`config.mk`:
```
export PLATFORM = sky130hd
export DESIGN_NAME = serial_adder_ctrl
export DESIGN_NICKNAME = d
export VERILOG_FILES = /design/src/rtl/serial_adder_ctrl.sv
export SDC_FILE = /design/constraint.sdc
export NUM_CORES = 1
export LEC_CHECK = 0
export ABC_AREA = 1
export BUFFER_PORTS_ARGS = -buffer_cell sky130_fd_sc_hd__buf_2
export CAP_MARGIN = 10
export CORE_ASPECT_RATIO = 1.5
export CORE_UTILIZATION = 35
export CTS_CLUSTER_DIAMETER = 120
export DETAILED_ROUTE_END_ITERATION = 8
export GPL_TIMING_DRIVEN = 0
export HOLD_SLACK_MARGIN = 0.02
export SYNTH_ARGS = -nofsm -noshare
export SYNTH_HDL_FRONTEND = slang
export SYNTH_SLANG_ARGS = --single-unit
```
`constraint.sdc`:
```
create_clock -name sys_clk -period 2.2 [get_ports sys_clk]
set_clock_uncertainty 0.1 [all_clocks]
set_input_delay 0.44 -clock sys_clk [delete_from_list [all_inputs] [get_ports sys_clk]]
set_output_delay 0.44 -clock sys_clk [all_outputs]
set_load 0.05 [all_outputs]
```
`src/rtl/serial_adder_ctrl.sv`:
```
// Bit-serial adder: one full_adder stage is reused for WIDTH cycles, LSB first,
// with the carry held in a register between bits.

module full_adder (
  input  logic in_1,
  input  logic in_2,
  input  logic cin,
  output logic sum,
  output logic count
);
  assign sum   = in_1 ^ in_2 ^ cin;
  assign count = (in_1 & in_2) | (in_1 & cin) | (in_2 & cin);
endmodule

// Handshakes: a transfer happens on a rising edge where valid && ready are both
// high; a producer holds valid and data stable until that edge, and ready never
// depends combinationally on valid.
module serial_adder_ctrl #(
  parameter int WIDTH = 8
) (
  input  logic             sys_clk,
  input  logic             sys_rst,
  input  logic             in_valid,
  output logic             in_ready,
  input  logic [WIDTH-1:0] in_a,
  input  logic [WIDTH-1:0] in_b,
  input  logic             in_cin,
  output logic             out_valid,
  input  logic             out_ready,
  output logic [WIDTH-1:0] out_sum,
  output logic             out_cout,
  output logic             busy,
  output logic [1:0]       state_dbg
);

  localparam int CW = $clog2(WIDTH + 1);

  typedef enum logic [1:0] {
    IDLE = 2'd0,
    CALC = 2'd1,
    DONE = 2'd2
  } state_t;

  state_t           state;
  logic [WIDTH-1:0] a_sr;
  logic [WIDTH-1:0] b_sr;
  logic [WIDTH-1:0] sum_sr;
  logic [WIDTH-1:0] sum_next;
  logic             carry_r;
  logic [CW-1:0]    cnt;
  logic             fa_sum;
  logic             fa_count;

  full_adder u_fa (
    .in_1  (a_sr[0]),
    .in_2  (b_sr[0]),
    .cin   (carry_r),
    .sum   (fa_sum),
    .count (fa_count)
  );

  // New bit enters at the MSB so the LSB-first stream lands in order;
  // written this way so WIDTH = 1 needs no special slice.
  always_comb begin
    sum_next            = sum_sr >> 1;
    sum_next[WIDTH-1]   = fa_sum;
  end

  always_ff @(posedge sys_clk or posedge sys_rst) begin
    if (sys_rst) begin
      state     <= IDLE;
      a_sr      <= '0;
      b_sr      <= '0;
      sum_sr    <= '0;
      carry_r   <= 1'b0;
      cnt       <= '0;
      out_valid <= 1'b0;
      busy      <= 1'b0;
      in_ready  <= 1'b1;
    end else begin
      case (state)
        IDLE: begin
          if (in_valid) begin
            a_sr      <= in_a;
            b_sr      <= in_b;
            carry_r   <= in_cin;
            sum_sr    <= '0;
            cnt       <= '0;
            state     <= CALC;
            busy      <= 1'b1;
            in_ready  <= 1'b0;
          end
        end
        CALC: begin
          sum_sr  <= sum_next;
          carry_r <= fa_count;
          a_sr    <= a_sr >> 1;
          b_sr    <= b_sr >> 1;
          cnt     <= cnt + CW'(1);
          if (cnt == CW'(WIDTH - 1)) begin
            state     <= DONE;
            out_valid <= 1'b1;
          end
        end
        DONE: begin
          if (out_ready) begin
            state     <= IDLE;
            out_valid <= 1'b0;
            busy      <= 1'b0;
            in_ready  <= 1'b1;
          end
        end
        default: begin
          state     <= IDLE;
          out_valid <= 1'b0;
          busy      <= 1'b0;
          in_ready  <= 1'b1;
        end
      endcase
    end
  end

  assign out_sum   = sum_sr;
  assign out_cout  = carry_r;
  assign state_dbg = state;

endmodule

```
==> parameters.txt <==
Parameter                              Value

Synthesis
  Post-Syn Nets    just under 200
  Warnings, synthesis    0
  Post-synth top area share    0.5537
  Synthesized netlist cell count    170
  Register bit count reported by yosys    34
  Part of the Yosys area used for sequential elements    0.5713
  Top cells by area, synth    dfrtp_1 55%, nand2_1 10%, o21ai_1 5.7%
  Netlist area before placement    0.001491 sq mm
  Mean instance size in the synthesized netlist    8.773 sq um
  Cell accounting for the most synthesized area    dfrtp_1
  Post-synth cell types    21

Placed design
  Instance area after placement    between 0.0015 and 0.002 sq mm
  Routability-driven placement congestion ratio    0.7682
  DP HPWL    2284 um
  Placed insts    250
  I/O Buffers    34

STA
  Number of setup violations in the final report    0
  Aggregate negative setup slack    0 ps
  Final hold viol count    0
  Worst max-slew margin expressed relative to the limit    0.5629
  Count of final max-slew check failures    0
  Final period util    0.7299
  Period minus WS final    1606 ps
  Setup repair after global routing missed its margin    no
  Highest Clock Rate    0.6227 GHz
  Actual slew at the worst max-slew pin    ~650 ps

Clock tree
  Level count of the clock H-tree    2
  Clock transition at the registers of the reported paths    70 ps
  Clock latency on the worst-skew pair    290 ps
  CTS buffer count    5
  Clock tree from TritonCTS    done
  # hold bufs at CTS    0
  Clk sinks    34
  CTS root buffer    clkbuf_8
  Postcts setup bufs    0
  Count of cells resized by post-cts repair    0
  Number of buffers on the longest clock path    2

Worst setup path
  Crit path max fanout    2
  Cell-by-cell listing of the critical path    buf_2
  Buffers & Inverters on Critical Path    1
  CP startpoint kind    register
  Crit Path Category    reg -> out
  Top delay family on crit path    flip-flops
  Biggest cell delay along the critical path    around 530 ps
  Required time at the endpoint of the critical path    1660 ps
  Cell type of the slowest stage on the worst timing path    dfstp_2
  Nature of the critical path endpoint    primary output
  Data arrival time of the critical path    1070 ps

Finish
  Most frequent cells in the layout    41 x nand2_1, 37 x buf_2, 33 x dfrtp_1, 19 x nor2_1, 17 x o21ai_1
  Number of nets at the end of the flow    approximately 240
  Inserted Diodes    0
  Filler cells    about 420
  Combined flip-flop and latch cell area    852.1 sq um
  Core Util, Final    0.4559
  Fraction of final layout cells with drive strength greater than 1    0.2535
  Layout overhead on the synthesized area    23.15%
  Design area    0.001837 sq mm
  Multi-input combinational cell area    539.3 sq um
  Non-filler instance count after layout    between 200 and 300
  Most common cell after layout, fill and taps aside    nand2_1

Global routing
  GRT Overall Usage    0.1625
  Initial antenna violation count    0
  Number of global-route vias before repair    1276
  Gr ovfl total    0
  Wire length of the first global-routing pass    5658 um
  Largest net degree at the start of global routing    21

Power and ir drop
  Share of power burned in the clock network    0.162
  Part of the total power dissipated in combinational logic    0.478
  Switching power    1.364 mW
  Total leakage power    about 0.94 nW
  Power per cell area    1606 mW/mm^2
  Peak supply drop    0.7377 mV
  Internal power    1.586 mW
  Sequential power share    0.359
  Net switching share of the total power    0.4623
  Overall power consumption    2.950 mW

Min path
  Class of the tightest hold or removal check    in -> async

Floorplan
  Std-Cell Rows    28
  Initial cell density of the core    0.3702
  Vertical die dimension    slightly above 80 um
  Die width    55.30 um
  Die area    approximately 0.0045 sq mm
  Area of the core region    approximately 0.0040 sq mm
  Number of I/O pins    35

Drt
  Antenna violation net count after detailed routing    0
  Avg WL per Cell    12.18 um
  Via count    ~1300
  Total wire length    3142 um
  Number of detailed-route iterations in the first pass    4
  Via-per-instance ratio    4.953
  DR DRC count    0
  First-iteration detailed-routing DRC count    37

Run
  Number of max-cap violations    0

Status
  Run status    finished clean
[final timing paths]
| check | start | to | slack, ps | cells after the start |
|---|---|---|---|---|
| worst max-delay path | in_ready | in_ready | 590 | 1 |
| worst min-delay path | sys_rst | out_sum[7] | 140 | 2 |
| worst max register to register | state_dbg[0] | b_sr[6] | 810 | 4 |
| worst min register to register | in_ready | in_ready | 360 | 2 |
| max in group asynchronous | sys_rst | in_ready | 1260 | 3 |
| min in group sys_clk | in_a[7] | a_sr[7] | 280 | 3 |
[Yosys cell counts]
master / number
nand2_4: 1
ha_1: 1
a21oi_1: 1
o21ai_1: 17
nand2_2: 1
clkbuf_1: 1
dfstp_2: 1
buf_4: 3
o22ai_1: 7
inv_2: 2
xnor2_1: 1
nor2_1: 19
nand4_1: 1
inv_1: 12
inv_4: 1
fa_1: 1
dfrtp_1: 33
buf_2: 3
nand2_1: 41
o21ai_0: 15
nand3_1: 8
[cells by family after synthesis]
logic type | synth area share
AOI/OAI and AO/OA | 0.1401
and+or+nand+nor | 0.1938
adders and majority gates | 0.02181
buffers and inverters | 0.06711
DFF | 0.5713
xor gates and xnor gates | 0.005874
[power groups by stage]
stage	registers, mW	clock network (mW)	logic, mW
6_report	1.06	0.478	1.41
5_1_grt	1.10	0.517	1.61
4_1_cts	1.06	0.490	1.44
3_5_place_dp	1.07	0	1.44
3_3_place_gp	1.07	0	1.42
2_1_floorplan	1.37	0	0.781
[flip-flops by register name, indices dropped and copies added (netlist names)]
| name | flops |
|---|---|
| cnt | 4 |
| b_sr | 8 |
| out_sum | 8 |
| a_sr | 8 |
| out_valid | 1 |
| out_cout | 1 |
| in_ready | 1 |
| state_dbg | 2 |
| busy | 1 |
[metrics by stage]
step	hold WS, ps	setup slack [ps]
after floorplan	343.8	620.4
after global placement	347.8	367.8
after detailed placement	355.4	823.2
after CTS	165.2	582.4
after global routing	179.6	562.4
final	135.9	594.2
[per-layer routing]
metal	wire length (um)	vias up	track usage
met5	0	-	0
met4	53	0	0.06750
met3	126	5	0.03937
met2	1599	32	0.2892
met1	1362	604	0.1872
li1	-	637	-
[cell type report]
type,count,area share
tap,45,0.03065
clock buffer,7,0.04700
sequential,34,0.4639
buffer,7,0.02248
multi-input combinational,114,0.2936
timing repair buffer,35,0.1076
clock inverter,1,0.002725
inverter,15,0.03202
(Power assumes the default switching activity.)
